`config.mk`:
```
export PLATFORM = sky130hd
export DESIGN_NAME = bot_update_ctrl
export DESIGN_NICKNAME = d
export VERILOG_FILES = /design/src/rtl/bot_if_pkg.sv /design/src/rtl/sync_edge_det.sv /design/src/rtl/bot_update_ctrl.sv
export SDC_FILE = /design/constraint.sdc
export NUM_CORES = 1
export LEC_CHECK = 0
export BUFFER_PORTS_ARGS = -buffer_cell sky130_fd_sc_hd__buf_4
export CELL_PAD_IN_SITES_DETAIL_PLACEMENT = 1
export CELL_PAD_IN_SITES_GLOBAL_PLACEMENT = 1
export CORE_MARGIN = 2
export CORE_UTILIZATION = 39
export CTS_CLUSTER_DIAMETER = 50
export DETAILED_ROUTE_END_ITERATION = 12
export PLACE_DENSITY_LB_ADDON = 0.12
export SYNTH_ARGS = -nofsm -noshare
export SYNTH_HDL_FRONTEND = slang
export SYNTH_SLANG_ARGS = --single-unit
```
`constraint.sdc`:
```
create_clock -name clk -period 3.7 [get_ports clk]
set_input_delay 0.555 -clock clk [delete_from_list [all_inputs] [get_ports clk]]
set_output_delay 0.555 -clock clk [all_outputs]
set_load 0.02 [all_outputs]
```
`src/rtl/bot_if_pkg.sv`:
```
// Shared types and constants for the rojobot-to-SweRVolf update bridge.
package bot_if_pkg;

  typedef enum logic [1:0] {
    S_IDLE,
    S_PEND,
    S_TRIP
  } state_t;

  // BotInfo word layout as packed by rojobot.
  localparam int FIELD_W     = 8;
  localparam int LOCX_LSB    = 24;
  localparam int LOCY_LSB    = 16;
  localparam int SENSORS_LSB = 8;
  localparam int INFO_LSB    = 0;

  typedef struct packed {
    logic [FIELD_W-1:0] locx;
    logic [FIELD_W-1:0] locy;
    logic [FIELD_W-1:0] sensors;
    logic [FIELD_W-1:0] info;
  } bot_info_t;

  localparam logic [7:0] DEFAULT_STOP_CMD = 8'h00;

endpackage

```
`src/rtl/sync_edge_det.sv`:
```
// Optional N-flop synchroniser followed by a registered rising-edge pulse.
// STAGES=0 skips synchronisation for inputs already in the clk domain.
module sync_edge_det #(
  parameter int STAGES = 2
) (
  input  logic clk,
  input  logic rstn,
  input  logic din,
  output logic pulse
);

  logic level;
  logic prev;

  generate
    if (STAGES == 0) begin : g_direct
      assign level = din;
    end else begin : g_sync
      logic [STAGES-1:0] sync_q;

      // NOTE: reset is synchronous -- rstn is only looked at on the clock edge,
      // so it must be inside the edge-triggered branch, not in the sensitivity list.
      always_ff @(posedge clk) begin
        if (!rstn) begin
          sync_q <= '0;
        end else begin
          sync_q[0] <= din;
          for (int i = 1; i < STAGES; i++) sync_q[i] <= sync_q[i-1];
        end
      end

      assign level = sync_q[STAGES-1];
    end
  endgenerate

  // NOTE: non-blocking assignments let prev and pulse both see the old level
  // sampled in the same edge, independent of statement order.
  always_ff @(posedge clk) begin
    if (!rstn) begin
      prev  <= 1'b0;
      pulse <= 1'b0;
    end else begin
      prev  <= level;
      pulse <= level & ~prev;
    end
  end

endmodule

```
`src/rtl/bot_update_ctrl.sv`:
```
// Bridges rojobot update strobes into the core clock: snapshots BotInfo, keeps a
// sticky interrupt flag, counts updates/overruns and stops the motors on neglect.
module bot_update_ctrl
  import bot_if_pkg::*;
#(
  parameter int         SYNC_STAGES = 2,
  parameter int         WDT_MISSES  = 4,
  parameter logic [7:0] STOP_CMD    = DEFAULT_STOP_CMD,
  parameter int         CNT_W       = 8
) (
  input  logic             clk,
  input  logic             rstn,
  input  logic             i_upd_sysregs,
  input  logic [31:0]      i_bot_info,
  input  logic             i_int_ack,
  input  logic [7:0]       i_bot_ctrl,
  input  logic             i_ovr_clr,
  output logic [31:0]      o_bot_info,
  output logic             o_bot_upd_sync,
  output logic [7:0]       o_mot_ctl,
  output logic [15:0]      o_upd_cnt,
  output logic [CNT_W-1:0] o_overrun_cnt,
  output logic             o_wdt_trip
);

  localparam int MISS_W = (WDT_MISSES < 2) ? 1 : $clog2(WDT_MISSES + 1);

  logic              upd_evt;
  logic              ack_evt;
  state_t            state, state_next;
  logic [MISS_W-1:0] miss, miss_next;
  logic [CNT_W-1:0]  ovr, ovr_next;
  logic              ovr_inc;
  bot_info_t         snap;
  logic [15:0]       upd_cnt;
  logic [7:0]        mot_ctl;

  sync_edge_det #(.STAGES(SYNC_STAGES)) u_upd_det (
    .clk   (clk),
    .rstn  (rstn),
    .din   (i_upd_sysregs),
    .pulse (upd_evt)
  );

  sync_edge_det #(.STAGES(0)) u_ack_det (
    .clk   (clk),
    .rstn  (rstn),
    .din   (i_int_ack),
    .pulse (ack_evt)
  );

  // State register plus the datapath registers that move with it.
  always_ff @(posedge clk) begin
    if (!rstn) begin
      state   <= S_IDLE;
      miss    <= '0;
      ovr     <= '0;
      snap    <= '0;
      upd_cnt <= '0;
      mot_ctl <= STOP_CMD;
    end else begin
      state   <= state_next;
      miss    <= miss_next;
      ovr     <= ovr_next;
      mot_ctl <= (state == S_TRIP) ? STOP_CMD : i_bot_ctrl;
      if (upd_evt) begin
        snap    <= i_bot_info;
        upd_cnt <= upd_cnt + 16'd1;
      end
    end
  end

  // NOTE: every signal driven here gets a default first so no path leaves it
  // unassigned, which would otherwise infer a latch.
  always_comb begin
    state_next = state;
    miss_next  = miss;
    ovr_inc    = 1'b0;
    case (state)
      S_IDLE: begin
        if (upd_evt) begin
          state_next = S_PEND;
          miss_next  = '0;
        end
      end
      S_PEND, S_TRIP: begin
        if (upd_evt && ack_evt) begin
          // The ack retires the old event; the new one becomes the pending one.
          state_next = S_PEND;
          miss_next  = '0;
        end else if (ack_evt) begin
          state_next = S_IDLE;
          miss_next  = '0;
        end else if (upd_evt) begin
          ovr_inc = 1'b1;
          if (miss != '1) miss_next = miss + 1'b1;
          if (state == S_PEND && WDT_MISSES != 0 && miss_next >= MISS_W'(WDT_MISSES))
            state_next = S_TRIP;
        end
      end
      default: begin
        state_next = S_IDLE;
        miss_next  = '0;
      end
    endcase

    // A clear that coincides with an overrun keeps that overrun.
    if (i_ovr_clr)                ovr_next = CNT_W'(ovr_inc);
    else if (ovr_inc && ovr != '1) ovr_next = ovr + 1'b1;
    else                          ovr_next = ovr;
  end

  always_comb begin
    o_bot_upd_sync = (state != S_IDLE);
    o_wdt_trip     = (state == S_TRIP);
    o_bot_info     = snap;
    o_upd_cnt      = upd_cnt;
    o_overrun_cnt  = ovr;
    o_mot_ctl      = mot_ctl;
  end

endmodule

```
* Word-level counts from Yosys, hierarchy flattened
Cells that the tools add are included.
** Cells by class
- Bitwise logic cells :: 5
- Add/subtract/negate cells :: 3
- Reductions and logical operators :: 11
- Order comparisons :: 1
- Muxes and demuxes :: 22
- Equality and inequality tests :: 7
** Operators by type and width (number)
- $mux 3 :: 9
- $add 16x1->16 const B :: 1
- $mux 2 :: 5
- $add 8x1->8 const B :: 1
- $ne 8x8->1 const B :: 1
- $mux 1 :: 6
- $pmux 3 s2 :: 1
- $reduce_or 2->1 :: 3
- $ne 4x2->1 const B :: 1
- $ne 4x3->1 const B :: 1
- $pmux 2 s2 :: 1
- $reduce_bool 2->1 :: 2
- $add 3x1->3 const B :: 1
- $ge 3x3->1 const B :: 1
- $logic_and 1x1->1 :: 3
- $ne 3x3->1 const B :: 1
- $not 1->1 :: 3
- $reduce_and 3->1 :: 1
- $and 1x1->1 :: 2
- $eq 2x1->1 const B :: 1
- $eq 2x2->1 const B :: 1
- $logic_not 2->1 :: 1
- $ne 2x1->1 const B :: 1
- $reduce_and 2->1 :: 1
** Storage, ports and cells
- Register bits after elaboration :: 75
- Output and inout port bits :: 66
- Word-level logic and storage cells :: 64
- Bits of input ports :: 45

* Logic depth before layout (Yosys ltp)
- Word-level depth :: 13
- Gate-level depth with buffers :: 7
- Gate-level depth less buffers :: 6

* By module
Synthesis repeated with hierarchy kept, for this count alone.
** Second synthesis, totals
- Cell total of the unflattened synthesis :: 296
- Area total of the unflattened synthesis :: 2929.1 µm²
** By module, submodules not included
- bot_update_ctrl :: cells an instance 284, instances 1, sequential area each 1381.3 µm², area each 2762.6 µm²
- sync_edge_det at u_upd_det :: cells an instance 8, instances 1, sequential area each 80.1 µm², area each 111.4 µm²
- sync_edge_det at u_ack_det :: cells an instance 4, instances 1, sequential area each 40.0 µm², area each 55.1 µm²

* Worst setup path before layout
Ideal clock, no wire load.
- Path kind :: flip-flop to flip-flop
- From :: register state[0]
- To :: register ovr[6] (netlist: o_overrun_cnt[6])
- Setup slack :: 2.061 ns
- Buffers on the path :: 1
- Period minus slack after synthesis :: 1.639 ns
- Arrival :: 1.554 ns
- Library setup time :: 0.086 ns
- Cell stages (with the launch flop) :: 8
- Required time :: 3.614 ns
- Path through :: dfxtp_1 > inv_1 > ha_1 > and3b_1 > buf_4 > and3_4 > nor3b_1 > a211oi_1
** Between the ends
- Longest elaborated chain between the ends :: 4
- Elaborated cells between the ends (all ways) :: 5
- Classes of those cells :: eq/ne: 2; mux: 1; reduce/logical: 2
** Ends and longest elaborated chain
- start, declared :: RTL line bot_update_ctrl.sv:30 : state_t state, state_next;
- start signal, assigned :: RTL line bot_update_ctrl.sv:62 : state <= state_next;
- $eq 2x2->1 or $eq 2x1->1 (tied branches) :: RTL line bot_update_ctrl.sv:79 : case (state)
- $reduce_or 2->1 (*) :: RTL line bot_update_ctrl.sv:79
- $mux 1 (*) :: RTL line bot_update_ctrl.sv:79
- $logic_and 1x1->1 (*) :: RTL line bot_update_ctrl.sv:109 : else if (ovr_inc && ovr != '1) ovr_next = ovr + 1'b1;
- end signal, assigned :: RTL line bot_update_ctrl.sv:64 : ovr <= ovr_next;
- end, declared :: RTL line bot_update_ctrl.sv:32 : logic [CNT_W-1:0] ovr, ovr_next;
Mark *: on every way between the ends. The rest lies on a longest branch, timed or not.
A chain may end at the register's enable or synchronous reset.

==> summary.txt <==
Finish
  • Fin nets: 457
  • Flip-flop and latch area: 0.00150 mm²
  • Post-route design area: 0.00411 mm²
  • Multi-input logic area: 0.00144 mm²
  • Fraction of layout cells with a size suffix above 1: 32.1%
  • Filler cells: 900
  • Final Non-Filler Cells: 510
  • Ant. Diodes: 0
  • Area delta synth->final: 34.4%
  • Finished Core Util: 53.8%

Clock network
  • Hold_buf cts: 0
  • H-Tree Depth: 3
  • CTS max path bufs: 2
  • Skew-Pair Late Insertion Delay: 0.34 ns
  • CTS tree: yes
  • Sink Count: 75
  • Post-CTS Resized: 0
  • Root Driver: clkbuf_8
  • Clk slew on worst S/H paths: 0.08 ns
  • Num CTS Buffers: 9
  • Postcts setup bufs: 0

Outcome
  • Outcome: complete, no violations

Detailed routing
  • Iter 0 DRT Violations: 51
  • Routed WL: 7180 µm
  • ANT nets after route: 0
  • Vias per cell: 4.86
  • Routed wire length per instance: 14.1 µm
  • Total number of vias: 2478
  • Detailed-route DRC error count: 0
  • Drt first pass iters: 4

Power
  • Pwr dens: 378 mW/mm²
  • Max IR drop VDD: 0.169 mV
  • Leak pwr: 0.00170 µW

Setup path
  • CP arrival: 2.27 ns
  • Critical path required time: 3.94 ns
  • Startpoint types: flip-flop
  • Kind of critical path: reg -> reg
  • CP endpoint kind: flip-flop
  • Critical path peak fanout: 28

Synth
  • Cells after synthesis: 297
  • Syn nets: 349
  • Register area share after synthesis: 49.1%
  • Yosys cell types: 40
  • Cell Area, Synth: 0.00306 mm²
  • FF+latch count, synth: 75
  • Ys flop type: dfxtp_1
  • Synth async-reset ratio: 0%
  • Synth warn: 0
  • Avg Cell Area, Syn: 10.3 µm²
  • Post-synth EDFFs: 0

Min path
  • Worst hold-check path type: reg -> reg

Global routing
  • Initial antenna violation count: 0
  • Largest net degree at the start of global routing: 65
  • Total GRT Usage: 17.2%
  • First-pass GRT wire length: 11700 µm
  • Remaining global-route overflow: 0
  • Vias in the first global route: 2454

Floorplanning
  • Die area: 0.00857 mm²
  • Initial core utilization: 40.0%
  • IO Count: 111
  • Die Wd: 92.6 µm
  • Core ar.: 0.00765 mm²
  • Die height: 92.6 µm
  • Row cnt: 32

Timing
  • RSZ-0062 raised after global routing: false
  • Max_slew headroom: 65.8%
  • Setup TNS: 0 ns
  • Final hold violation count: 0
  • Final slew viol count: 0
  • Final hold slack: 0.384 ns
  • Peak Freq: 0.492 GHz
  • Fin Clk Skew: 0.00771 ns
  • Crit path time final: 2.03 ns
  • Final period utilization: 55.0%
  • Setup violations, final: 0
  • Worst-Margin Slew: 0.514 ns

Placed design
  • Placer Congestion: 0.754
  • Hpwl dp: 5050 µm
  • # port buffers: 110
  • Placed cells: 496
  • Placed cell areas: 0.00393 mm²

Flow run
  • Max-Cap Viols: 0
-- Yosys cell counts, drive strengths merged, types with 7 or more instances --
master | number | area share [%]
nor2b | 40 | 8.2
nand4 | 7 | 1.8
mux2i | 33 | 11
a21oi | 7 | 1.1
dfxtp | 75 | 49
nand3 | 7 | 1.1
nand2 | 12 | 1.5
ha | 7 | 2.9
and2 | 23 | 4.7
o21ai | 11 | 1.8
xnor2 | 7 | 2.0
buf | 8 | 2.2
-- placed cells by master (no fill, tap or decap), types with 2 or more instances in the layout --
cell type	n
a311oi_1	2
mux2i_1	33
clkbuf_8	10
nor3b_1	2
nor3_1	6
and3_1	2
nor2_1	2
xnor2_1	7
a211oi_1	2
clkinv_2	2
ha_1	7
and4_1	2
nand4_1	5
inv_1	6
nand4_2	2
nand3_1	7
dfxtp_1	74
buf_4	111
a21oi_1	7
nor4_1	5
nand2_1	12
xor2_1	5
a21boi_0	4
o21ai_0	11
and2_1	23
nor2b_1	40
nand4b_1	2
or3_1	3
-- worst max-delay path: stages, from the launching register on --
cell and delay [ns]:
dfxtp_2 0.57, buf_4 0.50, nand3_1 0.23, nor4_1 0.34
xor2_1 0.11, and2_1 0.18
-- through the flow --
step | power [µW] | setup WS, ns
finish | 1550 | 1.67
global route | 1620 | 1.47
CTS | 1570 | 1.59
detailed placement | 970 | 1.65
global placement | 968 | 1.80
floorplan | 907 | 2.06
-- metal layers --
metal  GRT usage, %  share of wire [%]
met5              0                  0
met4           8.08                1.9
met2           27.5                 46
met1           21.8                 45
met3           4.23                6.9
-- worst paths after layout --
path / start / endpoint / slack [ns] / cells past startpoint
setup / recovery: u_upd_det.pulse / o_upd_cnt[14] / 1.67 / 5
hold / removal: u_ack_det.prev / u_ack_det.pulse / 0.38 / 1
setup reg to reg: u_upd_det.pulse / o_upd_cnt[14] / 1.67 / 5
hold reg to reg: u_ack_det.prev / u_ack_det.pulse / 0.38 / 1
-- sequential cells by signal, summed over array words and instances (netlist names) --
name / flops
o_mot_ctl: 8
o_upd_cnt: 16
o_overrun_cnt: 8
miss: 3
state: 2
u_ack_det.prev: 1
o_bot_info: 32
u_upd_det.pulse: 1
u_ack_det.pulse: 1
u_upd_det.g_sync.sync_q: 2
u_upd_det.prev: 1
-- final cells by class --
cell class,instances,area share (%)
Timing Repair Buffer,111,20.3
Multi-Input combinational cell,202,35.1
Sequential cell,75,36.5
Clock inverter,3,0.974
Inverter,6,0.548
Tap cell,102,3.10
Clock buffer,11,3.44
-- kinds of logic after synthesis --
logic type / count (synthesis) / synth area share (%)
and+or+nand+nor: 120 / 24.0
DFF: 75 / 49.1
muxes: 33 / 10.8
AOI/OAI and AO/OA: 30 / 6.09
buffers and inverters: 20 / 3.72
xor gates and xnor gates: 12 / 3.44
adders and majority gates: 7 / 2.86
-- where the power goes --
| group | total (µW) | internal [µW] | switching, µW |
|---|---|---|---|
| Clock | 603 | 321 | 283 |
| Sequential | 831 | 822 | 8.77 |
| Combinational | 118 | 66.7 | 51.2 |
Power figures use the tool's default switching activity.
